==> src/rtl/dl_pkg.sv <==
// dl_pkg: shared FSM states, region codes and index-to-region mapping for download_ctrl
package dl_pkg;

    typedef enum logic [2:0] {IDLE, ARMED, WRITE, FINISH, HOLD} dl_state_t;

    localparam logic [1:0] REG_PROG = 2'd0;
    localparam logic [1:0] REG_CHAR = 2'd1;
    localparam logic [1:0] REG_PAL  = 2'd2;
    localparam logic [7:0] IDX_MAX  = 8'd2;

    function automatic logic [1:0] index_to_region(input logic [7:0] index);
        return index == 8'd0 ? REG_PROG : index == 8'd1 ? REG_CHAR : REG_PAL;
    endfunction

endpackage

==> src/rtl/hold_timer.sv <==
// hold_timer: loadable down-counter that flags the last cycle of a countdown
module hold_timer #(
    parameter int CYCLES = 16
) (
    input  logic clk_sys,
    input  logic reset_n,
    input  logic load,
    input  logic count,
    output logic expire
);

    localparam int W = $clog2(CYCLES + 1);

    logic [W-1:0] cnt;

    // reload on reset or load, otherwise step down while enabled
    always_ff @(posedge clk_sys) begin
        if (!reset_n || load)
            cnt <= W'(CYCLES);
        else if (count && cnt != '0)
            cnt <= cnt - 1'b1;
    end

    assign expire = count && cnt == W'(1);

endmodule

==> src/rtl/download_ctrl.sv <==
// download_ctrl: steers loader bytes into soc memory regions while holding the CPU in reset
module download_ctrl
    import dl_pkg::*;
#(
    parameter int HOLD_CYCLES = 16,
    parameter int ADDR_W      = 14
) (
    input  logic              clk_sys,
    input  logic              reset_n,
    input  logic              ioctl_download,
    input  logic              ioctl_wr,
    input  logic [24:0]       ioctl_addr,
    input  logic [7:0]        ioctl_dout,
    input  logic [7:0]        ioctl_index,
    output logic              ioctl_wait,
    output logic              mem_req,
    input  logic              mem_ack,
    output logic [1:0]        mem_sel,
    output logic [ADDR_W-1:0] mem_addr,
    output logic [7:0]        mem_data,
    output logic              cpu_hold,
    output logic              dl_done,
    output logic [14:0]       dl_count,
    output logic              dl_error
);

    dl_state_t  state;
    logic [7:0] index;
    logic       dl_prev;
    logic       rise;
    logic       target_ok;
    logic       hold_expire;

    assign rise      = ioctl_download && !dl_prev;
    assign target_ok = (index <= IDX_MAX) && (ioctl_addr[24:ADDR_W] == '0);

    // counts the post-session hold and the post-reset hold in IDLE
    hold_timer #(.CYCLES(HOLD_CYCLES)) u_hold (
        .clk_sys (clk_sys),
        .reset_n (reset_n),
        .load    (state == FINISH),
        .count   (state == HOLD || (state == IDLE && cpu_hold)),
        .expire  (hold_expire)
    );

    // session sequencing; every output is a register written here
    always_ff @(posedge clk_sys) begin
        if (!reset_n) begin
            state      <= IDLE;
            index      <= '0;
            dl_prev    <= 1'b0;
            mem_req    <= 1'b0;
            ioctl_wait <= 1'b0;
            mem_sel    <= REG_PROG;
            mem_addr   <= '0;
            mem_data   <= '0;
            cpu_hold   <= 1'b1;
            dl_done    <= 1'b0;
            dl_count   <= '0;
            dl_error   <= 1'b0;
        end else begin
            dl_prev <= ioctl_download;
            dl_done <= 1'b0;
            if (ioctl_wr && ioctl_wait)
                dl_error <= 1'b1;
            case (state)
                IDLE, HOLD: begin
                    if (rise) begin
                        state    <= ARMED;
                        index    <= ioctl_index;
                        dl_count <= '0;
                        dl_error <= 1'b0;
                        cpu_hold <= 1'b1;
                    end else if (hold_expire) begin
                        state    <= IDLE;
                        cpu_hold <= 1'b0;
                    end
                end
                ARMED: begin
                    if (ioctl_wr && target_ok) begin
                        state      <= WRITE;
                        mem_req    <= 1'b1;
                        ioctl_wait <= 1'b1;
                        mem_sel    <= index_to_region(index);
                        mem_addr   <= ioctl_addr[ADDR_W-1:0];
                        mem_data   <= ioctl_dout;
                    end else begin
                        if (ioctl_wr)
                            dl_error <= 1'b1;
                        if (!ioctl_download) begin
                            state   <= FINISH;
                            dl_done <= 1'b1;
                        end
                    end
                end
                WRITE: begin
                    if (mem_ack) begin
                        mem_req    <= 1'b0;
                        ioctl_wait <= 1'b0;
                        dl_count   <= dl_count + 15'(dl_count != 15'h7FFF);
                        state      <= ioctl_download ? ARMED : FINISH;
                        dl_done    <= !ioctl_download;
                    end
                end
                FINISH: state <= HOLD;
                default: state <= IDLE;
            endcase
        end
    end

endmodule
==> config.mk <==
export PLATFORM = sky130hd
export DESIGN_NAME = download_ctrl
export DESIGN_NICKNAME = d
export VERILOG_FILES = /design/src/rtl/dl_pkg.sv /design/src/rtl/hold_timer.sv /design/src/rtl/download_ctrl.sv
export SDC_FILE = /design/constraint.sdc
export NUM_CORES = 1
export LEC_CHECK = 0
export ABC_AREA = 1
export BUFFER_PORTS_ARGS = -buffer_cell sky130_fd_sc_hd__buf_2
export CAP_MARGIN = 40
export CORE_MARGIN = 2
export CORE_UTILIZATION = 50
export DETAILED_ROUTE_END_ITERATION = 10
export MAX_ROUTING_LAYER = met4
export PLACE_DENSITY = 0.79
export SETUP_SLACK_MARGIN = 0.15
export SKIP_CTS_REPAIR_TIMING = 1
export SLEW_MARGIN = 5
export SYNTH_ARGS = -nofsm -noshare
export SYNTH_HDL_FRONTEND = slang
export SYNTH_SLANG_ARGS = --single-unit
==> constraint.sdc <==
create_clock -name clk_sys -period 2.8 [get_ports clk_sys]
set_clock_uncertainty 0.15 [all_clocks]
set_input_delay 0.14 -clock clk_sys [delete_from_list [all_inputs] [get_ports clk_sys]]
set_output_delay 0.14 -clock clk_sys [all_outputs]
set_load 0.02 [all_outputs]
; Word level (Yosys, flattened, before mapping)
; Index checks and enable logic that the tools add are counted.
[totals]
input_bits = 46
wordCells = 79
output_inout_bits = 44
register_bits = 60
[classes]
order_cmp = 1
muxes = 26
eq_ne = 12
add_sub_neg = 2
reduce_logical = 26
[ops]
columns = cell, count
row1 = 2-to-1 mux 15 bit, 2
row2 = case mux 15 bit (2 select lines), 1
row3 = adder 15 x 1 -> 15 bit, 1
row4 = 2-to-1 mux 3 bit, 5
row5 = inequality test 15 bit (second input constant), 1
row6 = case mux 3 bit (4 select lines), 1
row7 = logical NOT 11 bit, 1
row8 = 2-to-1 mux 1 bit, 11
row9 = AND reduction 3 bit, 3
row10 = equality test 8 x 1 -> 1 bit (second input constant), 1
row11 = <= comparator 8 x 2 -> 1 bit (second input constant), 1
row12 = logical NOT 8 bit, 1
row13 = logical AND 1 bit, 7
row14 = equality test 3 x 2 -> 1 bit (second input constant), 2
row15 = 2-to-1 mux 2 bit, 3
row16 = inequality test 2 bit (second input constant), 3
row17 = inequality test 3 bit (second input constant), 2
row18 = case mux 1 bit (2 select lines), 3
row19 = AND reduction 2 bit, 3
row20 = nonzero test 2 bit, 3
row21 = equality test 5 x 1 -> 1 bit (second input constant), 1
row22 = nonzero test 5 bit, 1
row23 = subtractor 5 x 1 -> 5 bit (second input constant), 1
row24 = equality test 3 x 1 -> 1 bit (second input constant), 1
row25 = 5 further kinds, 8

; Logic depth before layout (Yosys ltp)
[depth]
word_depth = 7
depth_mapped = 14
mapped_depth_nobuf = 14

; Hierarchy
; A second synthesis with hierarchy kept.
[unflattened]
cells_unflattened = 393
hier_area_um2 = 2763.9
[by_module_without_submodules]
columns = module, instances, area_per_inst_um2, cells_each, seq_area_each_um2
row1 = download_ctrl, 1, 2462.4, 352, 1101.1
row2 = hold_timer, 1, 301.5, 41, 100.1

; Worst setup path after synthesis
; Ideal clock, no wire load.
[synth_timing]
kind = register to register
start = reg dl_count[8]
end = reg dl_count[8]
required_time_ps = 2518
arrival_ps = 2130
path_slack_ps = 387
period_less_slack_ps = 2413
stages_incl_launch_ff = 13
cell_sequence = dfxtp_1 -> nand2_1 -> nor3_1 -> inv_1 -> nor3_1 -> nand3_1 -> ha_1 -> ha_1 -> inv_1 -> nor2_1 -> a21o_1 -> nand4_1 -> a21oi_1
[synth_between]
elab_chain_len = 4
[synth_lines]
columns = element, line
row1 = from (decl), download_ctrl.sv:23  ; output logic [14:0] dl_count,
row2 = from (signal assigned), download_ctrl.sv:100  ; dl_count <= dl_count + 15'(dl_count != 15'h7FFF);
row3 = inequality test 15 bit, download_ctrl.sv:100
row4 = adder 15 x 1 -> 15 bit (*), download_ctrl.sv:100
row5 = 2-to-1 mux 15 bit (*), download_ctrl.sv:97  ; if (mem_ack) begin
row6 = case mux 15 bit (2 select lines) (*), download_ctrl.sv:66  ; case (state)
; Every way passes the cells marked *; elsewhere a longest branch is shown, timed or not. The select of a mux whose other input is x is not followed.
; A chain may end at the register's enable or synchronous reset.

; Final worst setup path
; Same ends and word-level chain as after synthesis.

==> Implementation_results.wiki <==
{| class="wikitable"
! Metric !! Value
|-
| Status || finished, violations left
|-
| Failing checks || negative hold slack
|-
| Minimum clock period after layout || approximately 2400 ps
|-
| Die ar. || slightly above 0.006 mm2
|-
| Dominant cell type by area after synthesis || sky130_fd_sc_hd__dfxtp_1
|-
| Normalized max-slew margin || 69.9%
|-
| Drt first pass iters || 4
|-
| Startpoint types || register
|-
| Setup-failing EPs final || 0
|-
| Sink count of the clock tree || 60
|-
| Area post-placement || 0.00325 mm2
|-
| Signed area change from the synthesized netlist to the final layout || 36.1%
|-
| Area share of the largest cell type after synthesis || 43.3%
|-
| Worst path buffer plus inverter count || 2
|-
| Via count of the first global-routing pass || 2498
|-
| Multi-input combinational cell area || around 0.0013 mm2
|-
| Starting Density || 51.0%
|-
| Period Utilization, post-route || a little over four fifths
|-
| Total clock buffers created by CTS || 9
|-
| CP Capture Type || register
|-
| Peak Freq || 421 MHz
|-
| Post-synthesis cell count || around 380
|-
| Floorplan core area || ~0.0054 mm2
|-
| Number of design rule violations left after detail routing || 0
|-
| Wire length of the first global-routing pass || 10.5 mm
|-
| Register clock-pin slew on the reported worst setup and hold paths || roughly 70 ps
|-
| Critical path cell sequence || nand2_1, nor3_2, inv_1, nor3_1, nand3_1, ha_1, ha_1, inv_1, nor2_1, a21o_1, nand4_1, a21oi_1
|-
| Number of DRC violations after detailed-routing iteration 0 || 167
|-
| Setup repair after global routing missed its margin || no
|-
| Worst path setup slack after routing || between 400 and 500 ps
|-
| Final net count || ~560
|-
| Hold slack || -49.5 ps
|-
| Number of nets produced by synthesis || approximately 430
|-
| CP delay by family, top || simple AND/OR/NAND/NOR gates
|-
| Placed Cells || approximately 540
|-
| Slowest cell delay on critical path || about 400 ps
|-
| Number of cells on the worst reg-to-reg path || 12
|-
| Filler instances || between 400 and 500
|-
| Horizontal extent of the die || slightly below 80 um
|-
| Netlist cell types || 31
|-
| Worst reg2reg endpoint || dl_count[8]$_SDFFE_PN0P_
|-
| Sequential share of the synthesized area || 43.3%
|-
| Critical path fanouts, max || 5
|-
| Post-DR vias/cell || ~4.9
|-
| Cell depth of the worst hold path || 3
|-
| Antenna violations before repair || 0
|-
| Avg Inst Size Synth || 7.24 um2
|-
| Port-buffer cells || 89
|-
| Worst setup slack after placement || ~280 ps
|-
| Startpoint of the lowest-slack register-to-register path || dl_count[8]$_SDFFE_PN0P_
|-
| Cell types with the largest area share after synthesis || sky130_fd_sc_hd__dfxtp_1 (43%), sky130_fd_sc_hd__nor2_1 (11%), sky130_fd_sc_hd__nand2_1 (7.4%)
|-
| Diode count || 0
|-
| Vias || between 2000 and 3000
|-
| Arrival time at the worst endpoint || between 2000 and 2500 ps
|-
| Detailed Place HPWL || about 4.7 mm
|-
| Standard-cell rows || 27
|-
| Endpoints failing hold || 1
|-
| I/O pins || 90
|-
| Launch point of the worst hold path || ioctl_index[1]
|-
| Maximum resistive drop on vdd || about 0.7 mV
|-
| Post-synth design cell area || between 0.002 and 0.003 mm2
|-
| WP data required || ~2900 ps
|-
| Leakage power || 1.80 nW
|-
| Slew at the pin closest to its max-slew limit || about 450 ps
|-
| Clock root cell || sky130_fd_sc_hd__clkbuf_8
|-
| Hold Path End || index[1]$_SDFFE_PN0P_
|-
| Summed negative setup slack over all endpoints || 0 ps
|-
| Deepest clock path buffer count || 2
|-
| Number of warnings issued by yosys || 0
|-
| Total power divided by cell area || ~690 mW/mm2
|-
| Slew Limit Fails || 0
|-
| Startpoint-to-endpoint class of the critical path || reg2reg
|-
| Post-route antenna net violation count || 0
|-
| Aggregate routed wire length || 7.18 mm
|-
| Clock latency reported for the late side of the worst-skew pair || around 340 ps
|-
| Pin count of the biggest net entering global routing || 36
|-
| Routed length per instance || 12.3 um
|-
| Post-layout utilization of the core || between 60% and 70%
|-
| Weighted congestion at the end of routability-driven global placement || about 0.90
|-
| Max-cap violations || 0
|-
| Worst-path cell with the longest stage delay || sky130_fd_sc_hd__dfxtp_1
|-
| CTS H-Tree Depth || 3
|-
| Register Area || 0.00120 mm2
|-
| Path class of the lowest-slack min-delay path || in2reg
|-
| Layout cell share with drive strength beyond 1 || 25.5%
|-
| R2R Setup Slk || around 430 ps
|-
| Design Power || about 2.6 mW
|-
| All-Layer GR Usage || 21.9%
|-
| Residual overflow from global routing || 0
|-
| Die extent in y || slightly below 80 um
|-
| Post-Layout Cell Count || approximately 580
|-
| Flops & latches, synth || 60
|-
| CTS tree || yes
|-
| Cell area after layout || 0.00377 mm2
|}
[how the worst max path moves through the flow]
stage / cells after the start / end / slack, ps / startpoint
floorplan: 12 / dl_count[8]$_SDFFE_PN0P_ / 390 / dl_count[8]$_SDFFE_PN0P_
global placement: 12 / dl_count[8]$_SDFFE_PN0P_ / 370 / dl_count[8]$_SDFFE_PN0P_
detailed placement: 12 / dl_count[8]$_SDFFE_PN0P_ / 280 / dl_count[8]$_SDFFE_PN0P_
CTS: 12 / dl_count[8]$_SDFFE_PN0P_ / 260 / dl_count[8]$_SDFFE_PN0P_
global route: 12 / dl_count[8]$_SDFFE_PN0P_ / 170 / dl_count[8]$_SDFFE_PN0P_
finish: 12 / dl_count[8]$_SDFFE_PN0P_ / 430 / dl_count[8]$_SDFFE_PN0P_
[layer usage]
metal	GRT usage, %	part of all wire (%)	vias up
met5	-	0	-
met1	24.3	41	1280
met4	8.60	3.1	0
met3	5.17	5.2	20
li1	-	-	1479
met2	38.2	51	94
[layout make-up]
type | count | share of cell area, %
tap | 72 | 2.39
timing repair buffer | 122 | 20.4
clock buffer | 9 | 3.28
clock inverter | 7 | 2.19
sequential | 60 | 31.9
multi-input combinational | 267 | 35.4
inverter | 45 | 4.48
[synthesized netlist by cell type (all sizes together)]
cell type / instances
nor2: 93
dfxtp: 60
nand2: 58
inv: 45
o21ai: 42
a21oi: 28
nand3: 16
nand4: 11
nor3: 8
buf: 6
clkbuf: 5
ha: 5
a21boi: 1
a21o: 1
nand3b: 1
o211ai: 1
o21a: 1
xor2: 1
[logic make-up after synthesis]
logic type | count (synthesis) | synth area share [%]
adder cells (fa/ha/maj) | 5 | 2.26
AO/OA/AOI/OAI | 74 | 14.7
flip-flops | 60 | 43.3
buffers and inverters | 56 | 8.71
XOR/XNOR | 1 | 0.316
AND/OR/NAND/NOR | 187 | 30.7
[worst min-delay path: stages]
cell and delay [ps]:
sky130_fd_sc_hd__buf_2 80, sky130_fd_sc_hd__o21ai_0 70, sky130_fd_sc_hd__a21oi_1 110
[state kept, by name, summed over array words and instances, names as in the netlist, 2 cells and up]
register    flops
dl_count       15
mem_addr       14
index           8
mem_data        8
u_hold.cnt      5
state           3
mem_sel         2
[cells in the final DEF (no fill, tap or decap), types with 8 or more instances in the layout]
cell type and n:
sky130_fd_sc_hd__a21oi_1 26, sky130_fd_sc_hd__buf_2 89, sky130_fd_sc_hd__clkbuf_8 9, sky130_fd_sc_hd__dfxtp_1 60, sky130_fd_sc_hd__dlygate4sd3_1 31, sky130_fd_sc_hd__inv_1 42
sky130_fd_sc_hd__nand2_1 55, sky130_fd_sc_hd__nand3_1 15, sky130_fd_sc_hd__nand4_1 10, sky130_fd_sc_hd__nor2_1 84, sky130_fd_sc_hd__o21ai_0 33, sky130_fd_sc_hd__o21ai_1 8
[where the power goes]
part           total (mW)  leakage, nW  internal, mW  switching (mW)
sequential           1.02        0.487         0.946          0.0725
clock               0.800        0.105         0.424           0.376
combinational       0.771         1.21         0.273           0.498
total                2.59         1.80          1.64           0.947
Note: power is estimated with default switching activity, not from simulation.
